`src/rtl/axil_mon_pkg.sv`:
```
// Shared constants for the AXI4-Lite protocol monitor.
// Error bit indices, response codes and the first-error encoder.
package axil_mon_pkg;

    localparam int ERR_W         = 12;
    localparam int ERR_AW_STABLE = 0;
    localparam int ERR_W_STABLE  = 1;
    localparam int ERR_AR_STABLE = 2;
    localparam int ERR_B_STABLE  = 3;
    localparam int ERR_R_STABLE  = 4;
    localparam int ERR_B_EARLY   = 5;
    localparam int ERR_R_EARLY   = 6;
    localparam int ERR_OVF       = 7;
    localparam int ERR_BRESP     = 8;
    localparam int ERR_RRESP     = 9;
    localparam int ERR_REQ_WAIT  = 10;
    localparam int ERR_RSP_DELAY = 11;

    localparam logic [1:0] RESP_OKAY   = 2'b00;
    localparam logic [1:0] RESP_EXOKAY = 2'b01;
    localparam logic [1:0] RESP_SLVERR = 2'b10;
    localparam logic [1:0] RESP_DECERR = 2'b11;

    function automatic logic [3:0] first_set(input logic [ERR_W-1:0] v);
        logic [3:0] idx;
        idx = 4'd0;
        for (int i = ERR_W - 1; i >= 0; i--) begin
            if (v[i]) idx = 4'(i);
        end
        return idx;
    endfunction

endpackage

```
`src/rtl/axil_mon_counter.sv`:
```
// Saturating up/down outstanding-transaction counter.
// Flags an increment at max or a decrement at zero; the count holds.
module axil_mon_counter #(
    parameter int LGD = 4
) (
    input  logic           i_clk,
    input  logic           i_rst_n,
    input  logic           i_inc,
    input  logic           i_dec,
    output logic [LGD-1:0] o_count,
    output logic           o_ovf,
    output logic           o_unf
);

    logic [LGD-1:0] r_count;
    logic           w_max;
    logic           w_zero;

    assign w_max   = &r_count;
    assign w_zero  = (r_count == '0);
    assign o_ovf   = i_inc && !i_dec && w_max;
    assign o_unf   = i_dec && !i_inc && w_zero;
    assign o_count = r_count;

    always_ff @(posedge i_clk or negedge i_rst_n) begin
        if (!i_rst_n) begin
            r_count <= '0;
        end else if (i_inc && !i_dec && !w_max) begin
            r_count <= r_count + LGD'(1);
        end else if (i_dec && !i_inc && !w_zero) begin
            r_count <= r_count - LGD'(1);
        end
    end

endmodule

```
`src/rtl/axil_protocol_monitor.sv`:
```
// Passive AXI4-Lite protocol monitor with sticky violation capture.
// Define AXIL_MON_TIMEOUT_EN to build the request-wait/response-delay checks.
module axil_protocol_monitor
    import axil_mon_pkg::*;
#(
    parameter int C_AXI_DATA_WIDTH = 32,
    parameter int C_AXI_ADDR_WIDTH = 28,
    parameter int F_LGDEPTH        = 4,
    parameter bit F_OPT_BRESP      = 1'b1,
    parameter bit F_OPT_RRESP      = 1'b1,
    parameter int F_AXI_MAXWAIT    = 16,
    parameter int F_AXI_MAXDELAY   = 16
) (
    input  logic                          i_clk,
    input  logic                          i_axi_reset_n,
    input  logic                          i_axi_awvalid,
    input  logic                          i_axi_awready,
    input  logic [C_AXI_ADDR_WIDTH-1:0]   i_axi_awaddr,
    input  logic [2:0]                    i_axi_awprot,
    input  logic                          i_axi_wvalid,
    input  logic                          i_axi_wready,
    input  logic [C_AXI_DATA_WIDTH-1:0]   i_axi_wdata,
    input  logic [C_AXI_DATA_WIDTH/8-1:0] i_axi_wstrb,
    input  logic                          i_axi_bvalid,
    input  logic                          i_axi_bready,
    input  logic [1:0]                    i_axi_bresp,
    input  logic                          i_axi_arvalid,
    input  logic                          i_axi_arready,
    input  logic [C_AXI_ADDR_WIDTH-1:0]   i_axi_araddr,
    input  logic [2:0]                    i_axi_arprot,
    input  logic                          i_axi_rvalid,
    input  logic                          i_axi_rready,
    input  logic [C_AXI_DATA_WIDTH-1:0]   i_axi_rdata,
    input  logic [1:0]                    i_axi_rresp,
    input  logic                          i_clear,
    output logic [F_LGDEPTH-1:0]          o_rd_outstanding,
    output logic [F_LGDEPTH-1:0]          o_awr_outstanding,
    output logic [F_LGDEPTH-1:0]          o_wr_outstanding,
    output logic [ERR_W-1:0]              o_err,
    output logic                          o_err_any,
    output logic [3:0]                    o_first_err,
    output logic                          o_first_err_vld
);

    localparam int AWP = C_AXI_ADDR_WIDTH + 3;
    localparam int WP  = C_AXI_DATA_WIDTH + C_AXI_DATA_WIDTH / 8;
    localparam int RP  = C_AXI_DATA_WIDTH + 2;

    logic w_aw_hs, w_w_hs, w_b_hs, w_ar_hs, w_r_hs;
    logic w_rd_ovf, w_rd_unf, w_awr_ovf, w_awr_unf, w_wr_ovf, w_wr_unf;
    logic w_to_wait, w_to_delay;
    logic [AWP-1:0] w_aw_pl, w_ar_pl;
    logic [WP-1:0]  w_w_pl;
    logic [RP-1:0]  w_r_pl;
    logic [ERR_W-1:0] w_det;

    logic           r_armed;
    logic           r_aw_stall, r_w_stall, r_ar_stall, r_b_stall, r_r_stall;
    logic [AWP-1:0] r_aw_pl, r_ar_pl;
    logic [WP-1:0]  r_w_pl;
    logic [1:0]     r_b_pl;
    logic [RP-1:0]  r_r_pl;
    logic [ERR_W-1:0] r_err;
    logic           r_err_any;
    logic [3:0]     r_first_err;
    logic           r_first_vld;

    assign w_aw_hs = i_axi_awvalid && i_axi_awready;
    assign w_w_hs  = i_axi_wvalid && i_axi_wready;
    assign w_b_hs  = i_axi_bvalid && i_axi_bready;
    assign w_ar_hs = i_axi_arvalid && i_axi_arready;
    assign w_r_hs  = i_axi_rvalid && i_axi_rready;

    assign w_aw_pl = {i_axi_awaddr, i_axi_awprot};
    assign w_ar_pl = {i_axi_araddr, i_axi_arprot};
    assign w_w_pl  = {i_axi_wdata, i_axi_wstrb};
    assign w_r_pl  = {i_axi_rdata, i_axi_rresp};

    axil_mon_counter #(.LGD(F_LGDEPTH)) u_rd_cnt (
        .i_clk   (i_clk),
        .i_rst_n (i_axi_reset_n),
        .i_inc   (w_ar_hs),
        .i_dec   (w_r_hs),
        .o_count (o_rd_outstanding),
        .o_ovf   (w_rd_ovf),
        .o_unf   (w_rd_unf)
    );

    axil_mon_counter #(.LGD(F_LGDEPTH)) u_awr_cnt (
        .i_clk   (i_clk),
        .i_rst_n (i_axi_reset_n),
        .i_inc   (w_aw_hs),
        .i_dec   (w_b_hs),
        .o_count (o_awr_outstanding),
        .o_ovf   (w_awr_ovf),
        .o_unf   (w_awr_unf)
    );

    axil_mon_counter #(.LGD(F_LGDEPTH)) u_wr_cnt (
        .i_clk   (i_clk),
        .i_rst_n (i_axi_reset_n),
        .i_inc   (w_w_hs),
        .i_dec   (w_b_hs),
        .o_count (o_wr_outstanding),
        .o_ovf   (w_wr_ovf),
        .o_unf   (w_wr_unf)
    );

    // Payload snapshots taken whenever a channel is stalled
    always_ff @(posedge i_clk or negedge i_axi_reset_n) begin
        if (!i_axi_reset_n) begin
            r_armed    <= 1'b0;
            r_aw_stall <= 1'b0;
            r_w_stall  <= 1'b0;
            r_ar_stall <= 1'b0;
            r_b_stall  <= 1'b0;
            r_r_stall  <= 1'b0;
            r_aw_pl    <= '0;
            r_w_pl     <= '0;
            r_ar_pl    <= '0;
            r_b_pl     <= '0;
            r_r_pl     <= '0;
        end else begin
            r_armed    <= 1'b1;
            r_aw_stall <= i_axi_awvalid && !i_axi_awready;
            r_w_stall  <= i_axi_wvalid && !i_axi_wready;
            r_ar_stall <= i_axi_arvalid && !i_axi_arready;
            r_b_stall  <= i_axi_bvalid && !i_axi_bready;
            r_r_stall  <= i_axi_rvalid && !i_axi_rready;
            if (i_axi_awvalid && !i_axi_awready) r_aw_pl <= w_aw_pl;
            if (i_axi_wvalid && !i_axi_wready)   r_w_pl  <= w_w_pl;
            if (i_axi_arvalid && !i_axi_arready) r_ar_pl <= w_ar_pl;
            if (i_axi_bvalid && !i_axi_bready)   r_b_pl  <= i_axi_bresp;
            if (i_axi_rvalid && !i_axi_rready)   r_r_pl  <= w_r_pl;
        end
    end

`ifdef AXIL_MON_TIMEOUT_EN
    localparam int WLIM = (F_AXI_MAXWAIT > 0) ? F_AXI_MAXWAIT - 1 : 0;
    localparam int DLIM = (F_AXI_MAXDELAY > 0) ? F_AXI_MAXDELAY - 1 : 0;
    localparam int WWD  = (WLIM > 1) ? $clog2(WLIM + 1) : 1;
    localparam int DWD  = (DLIM > 1) ? $clog2(DLIM + 1) : 1;

    logic           w_aw_wait, w_w_wait, w_ar_wait, w_rsp_wait;
    logic [WWD-1:0] r_aw_wcnt, r_w_wcnt, r_ar_wcnt;
    logic [DWD-1:0] r_rsp_cnt;

    assign w_aw_wait  = i_axi_awvalid && !i_axi_awready;
    assign w_w_wait   = i_axi_wvalid && !i_axi_wready;
    assign w_ar_wait  = i_axi_arvalid && !i_axi_arready;
    assign w_rsp_wait = ((o_rd_outstanding != '0) ||
                         (o_awr_outstanding != '0) ||
                         (o_wr_outstanding != '0)) &&
                        !i_axi_bvalid && !i_axi_rvalid;

    always_ff @(posedge i_clk or negedge i_axi_reset_n) begin
        if (!i_axi_reset_n) begin
            r_aw_wcnt <= '0;
            r_w_wcnt  <= '0;
            r_ar_wcnt <= '0;
            r_rsp_cnt <= '0;
        end else begin
            if (!w_aw_wait) r_aw_wcnt <= '0;
            else if (r_aw_wcnt != WWD'(WLIM)) r_aw_wcnt <= r_aw_wcnt + WWD'(1);
            if (!w_w_wait) r_w_wcnt <= '0;
            else if (r_w_wcnt != WWD'(WLIM)) r_w_wcnt <= r_w_wcnt + WWD'(1);
            if (!w_ar_wait) r_ar_wcnt <= '0;
            else if (r_ar_wcnt != WWD'(WLIM)) r_ar_wcnt <= r_ar_wcnt + WWD'(1);
            if (!w_rsp_wait) r_rsp_cnt <= '0;
            else if (r_rsp_cnt != DWD'(DLIM)) r_rsp_cnt <= r_rsp_cnt + DWD'(1);
        end
    end

    // Fires on the Nth consecutive cycle and keeps firing while it persists
    assign w_to_wait = (F_AXI_MAXWAIT != 0) &&
                       ((w_aw_wait && r_aw_wcnt == WWD'(WLIM)) ||
                        (w_w_wait && r_w_wcnt == WWD'(WLIM)) ||
                        (w_ar_wait && r_ar_wcnt == WWD'(WLIM)));
    assign w_to_delay = (F_AXI_MAXDELAY != 0) && w_rsp_wait &&
                        (r_rsp_cnt == DWD'(DLIM));
`else
    assign w_to_wait  = 1'b0;
    assign w_to_delay = 1'b0;
`endif

    always_comb begin
        w_det = '0;
        w_det[ERR_AW_STABLE] = r_aw_stall &&
                               (!i_axi_awvalid || w_aw_pl != r_aw_pl);
        w_det[ERR_W_STABLE]  = r_w_stall &&
                               (!i_axi_wvalid || w_w_pl != r_w_pl);
        w_det[ERR_AR_STABLE] = r_ar_stall &&
                               (!i_axi_arvalid || w_ar_pl != r_ar_pl);
        w_det[ERR_B_STABLE]  = r_b_stall &&
                               (!i_axi_bvalid || i_axi_bresp != r_b_pl);
        w_det[ERR_R_STABLE]  = r_r_stall &&
                               (!i_axi_rvalid || w_r_pl != r_r_pl);
        w_det[ERR_B_EARLY]   = (i_axi_bvalid &&
                                (o_awr_outstanding == '0 ||
                                 o_wr_outstanding == '0)) ||
                               w_awr_unf || w_wr_unf;
        w_det[ERR_R_EARLY]   = (i_axi_rvalid && o_rd_outstanding == '0) ||
                               w_rd_unf;
        w_det[ERR_OVF]       = w_rd_ovf || w_awr_ovf || w_wr_ovf;
        w_det[ERR_BRESP]     = !F_OPT_BRESP && w_b_hs &&
                               (i_axi_bresp != RESP_OKAY);
        w_det[ERR_RRESP]     = !F_OPT_RRESP && w_r_hs &&
                               (i_axi_rresp != RESP_OKAY);
        w_det[ERR_REQ_WAIT]  = w_to_wait;
        w_det[ERR_RSP_DELAY] = w_to_delay;
        if (!r_armed) w_det = '0;
    end

    always_ff @(posedge i_clk or negedge i_axi_reset_n) begin
        if (!i_axi_reset_n) begin
            r_err       <= '0;
            r_err_any   <= 1'b0;
            r_first_err <= 4'd0;
            r_first_vld <= 1'b0;
        end else if (i_clear) begin
            r_err       <= '0;
            r_err_any   <= 1'b0;
            r_first_err <= 4'd0;
            r_first_vld <= 1'b0;
        end else begin
            r_err     <= r_err | w_det;
            r_err_any <= |(r_err | w_det);
            if (!r_first_vld && (|w_det)) begin
                r_first_err <= first_set(w_det);
                r_first_vld <= 1'b1;
            end
        end
    end

    assign o_err           = r_err;
    assign o_err_any       = r_err_any;
    assign o_first_err     = r_first_err;
    assign o_first_err_vld = r_first_vld;

endmodule
```
`config.mk`:
```
export PLATFORM = sky130hd
export DESIGN_NAME = axil_protocol_monitor
export DESIGN_NICKNAME = d
export VERILOG_FILES = /design/src/rtl/axil_mon_pkg.sv /design/src/rtl/axil_mon_counter.sv /design/src/rtl/axil_protocol_monitor.sv
export SDC_FILE = /design/constraint.sdc
export NUM_CORES = 1
export LEC_CHECK = 0
export ABC_AREA = 1
export CAP_MARGIN = 15
export CORE_ASPECT_RATIO = 1.4
export CORE_MARGIN = 2
export CORE_UTILIZATION = 50
export DETAILED_ROUTE_END_ITERATION = 6
export PLACE_DENSITY = 0.84
export REMOVE_ABC_BUFFERS = 1
export SLEW_MARGIN = 20
export SYNTH_ARGS = -nofsm -noshare
export SYNTH_HDL_FRONTEND = slang
export SYNTH_SLANG_ARGS = --single-unit
```
`constraint.sdc`:
```
create_clock -name i_clk -period 2 [get_ports i_clk]
set_input_delay 0.6 -clock i_clk [delete_from_list [all_inputs] [get_ports i_clk]]
set_output_delay 0.6 -clock i_clk [all_outputs]
set_load 0.02 [all_outputs]
```
==> impl_metrics.toml <==
[layout]
final_nets = 1629
final_common_cell = "nand2_1"
area_growth_pct = 38.9
final_cell_mix = "nand2_1, inv_1, dfrtp_1, dlymetal6s2s_1, o21ai_0"
utilization_pct = 71.2
drive_above_1_share_pct = 12.0
diodes = 0

[worst_setup_path]
crit_chain = "inv_1 > nor3_4 > nor2_2 > buf_4 > buf_4 > buf_4 > buf_4 > buf_4 > buf_4 > nand2_1 > o21ai_1 > xor2_1"
arrival_ns = 2.29
rr_startpoint = "u_rd_cnt.o_count[3]$_DFFE_PN0P_"
crit_required_ns = 2.30
critPathMaxFanout = 3
crit_type = "flop to flop"
worst-r2r-setup-slack_ns = 0.01
r2r_cells = 12
r2r_end = "u_rd_cnt.o_count[3]$_DFFE_PN0P_"
crit_end = "u_rd_cnt.o_count[3]$_DFFE_PN0P_"
start_kind = "flop"
crit_top_cell = "buf_4"
crit_start = "u_rd_cnt.o_count[3]$_DFFE_PN0P_"
crit_path_end_kind = "flop"
critPathSlowestCell = "dfrtp_1"
worst_path_largest_cell_delay_ns = 0.41

[global_routing]
globalRouteMet1Util_pct = 26.7
busiest_layer = "met2"
grt-ovfl-total = 0
grt_pass1_wl_mm = 35.4
track_usage_pct = 23.4
grt_use_met2_pct = 42.2
antenna_found_initial = 0
use_met3_pct = 4.96
grt_pass1_vias = 8068
grt_max_degree = 50

[die]
die-area_mm2 = 0.0189
start_util_pct = 51.2
dieHeight_um = 162
num_rows = 57
boundaryPins = 177
coreArea_mm2 = 0.0174
dieWidth_um = 117

[routing]
drc = 0
ant_nets = 0
viasPerCell = 4.83
drt_pass1_iterations = 7
drt_iter0_markers = 461
routed_wl_mm = 22.4
avgRoutedWirePerCell_um = 13.0
vias = 8311

[logic_synthesis]
synth-compound-area-share_pct = 7.87
ys_warn_count = 0
synth_edf_count = 0
synth_top_family_by_area = "simple AND/OR/NAND/NOR gates"
ys_ff_latch = 165
synth_cell_types = 36
yosys.area_share.simple_pct = 28.3
synth.cell_area_mm2 = 0.00892
synth_xor_area_share_pct = 4.72
seq_area_frac_synth_pct = 46.3
postSynthCellCount = 1239
synth_flop_cell = "dfrtp_1"
avgSynthCellArea_um2 = 7.20
synth-adder-area-share_pct = 1.52
synthArstFlopShare_pct = 100
synthMuxAreaShare_pct = 0.379

[sta]
fin_skew_ns = 0.0120
setup-tns-final_ns = 0
fin_crit_ns = 1.99
rsz0062_at_grt = "true"
hold_violations = 0
period_share_pct = 99.3
max_freq_mhz = 503
finalSetupViolCount = 0
slew_violations = 0

[placement]
routabilityCongestion = 0.852
dpl.hpwl_mm = 16.1
numPortBuffers = 171

[clocking]
clk_path_buf_depth = 2
cts_max_level = 4
tritoncts = "built"
cts_buffers = 17
cts.sinks = 165
cts.clk_slew.worst_paths_ns = 0.07
root_buffer = "clkbuf_16"
clk_latency_ns = 0.43

[run_status]
status = "finished, final reports clean"

[power_and_ir_drop]
ir_drop_uv = 403
power.density_mw_per_mm2 = 843
leakage_uw = 0.00732

[min_path]
min_path_type = "input pin to asynchronous set/reset pin"

[run]
max_cap_violations = 0
-- how the worst min path moves through the flow --
stage,startpoint,to,slack (ns)
after global routing,i_axi_reset_n,r_aw_pl[13]$_DFFE_PN0P_,0.04
after floorplan,i_axi_reset_n,o_err[0]$_DFF_PN0_,0.30
final,i_axi_reset_n,r_aw_pl[13]$_DFFE_PN0P_,0.04
after global placement,r_w_pl[2]$_DFFE_PN0P_,r_w_pl[2]$_DFFE_PN0P_,0.47
after detailed placement,r_r_pl[24]$_DFFE_PN0P_,r_r_pl[24]$_DFFE_PN0P_,0.48
after CTS,i_axi_reset_n,r_aw_pl[13]$_DFFE_PN0P_,0.04
-- sequential cells by signal, indices dropped and copies added, names as in the netlist, 2 cells and up --
| register | count |
|---|---|
| o_first_err | 3 |
| r_aw_pl | 31 |
| u_rd_cnt.o_count | 4 |
| r_b_pl | 2 |
| r_ar_pl | 31 |
| o_err | 8 |
| r_w_pl | 36 |
| r_r_pl | 34 |
| u_wr_cnt.o_count | 4 |
| u_awr_cnt.o_count | 4 |
-- logic make-up after synthesis --
group,after synthesis
compound gates,138
xor+xnor,48
fa+ha+maj,9
buf+inv,249
flops,165
mux,3
other cells,2
simple gates,625
-- layout make-up --
class                           count  area [um^2]
Sequential cell                   165         4130
Timing Repair Buffer              243         2560
Clock buffer                       22          484
Multi-Input combinational cell    829         4000
Inverter                          217          817
Clock inverter                     10         93.8
Fill cell                        1320         5020
Tap cell                          236          295
-- routing by layer --
metal  share of wire, %  vias up
met5                  0        -
met4                3.1        0
met3                5.7       47
met2                 53      213
met1                 38     3864
li1                   -     4187
-- through the flow --
step	total power [uW]	cell area [um^2]	worst slack (ns)	cells	hold WS [ns]
after global routing	11100	12400	-0.0875	1722	0.0411
final	10400	12400	0.0136	1722	0.0397
after global placement	7030	11300	-0.536	1671	0.472
after floorplan	5820	8780	-1.04	1211	0.304
after detailed placement	7170	11300	-0.603	1671	0.478
after CTS	10400	12000	0.00100	1716	0.0389
-- synth_stat cells, types with 2 or more instances --
cell      count  area (um^2)
o21ai_1       5         25.0
nand4_1      25          156
ha_1          6         75.1
nor2_1       71          267
conb_1        2         7.51
or2_2         5         31.3
nand3_1      22          110
fa_1          3         60.1
or2_1         2         12.5
buf_4         6         45.0
a21oi_1      15         75.1
o21ai_0     113          566
buf_1         2         7.51
dfrtp_1     165         4130
mux2_2        3         33.8
nand2_1     477         1790
or2_0         2         12.5
clkbuf_1     22         82.6
nand2_4       3         33.8
nand2_2       7         43.8
xor2_1       15          131
xnor2_1      33          289
nor3_1        7         35.0
nor2_2        2         12.5
inv_1       215          807
-- power breakdown --
part	total, uW	switching (uW)	internal [uW]	leakage (uW)
combinational	3020	1670	1350	0.00500
sequential	4210	363	3850	0.00204
clock	3200	1350	1850	0.000279
-- worst max-delay path, delay by kind of cell, from the launching register on --
kind,cells,cell delay [ns]
compound gates,1,0.09
xor+xnor,1,0.15
buf+inv,7,0.84
flops,1,0.41
simple gates,3,0.37
-- repair_timing --
action,in CTS,in global routing
hold buffers,0,0
buffers inserted,13,6
pin swaps,15,53
setup endpoints to repair,36,13
gates resized for setup,51,158
No activity file was read; power rests on OpenSTA's default activity.
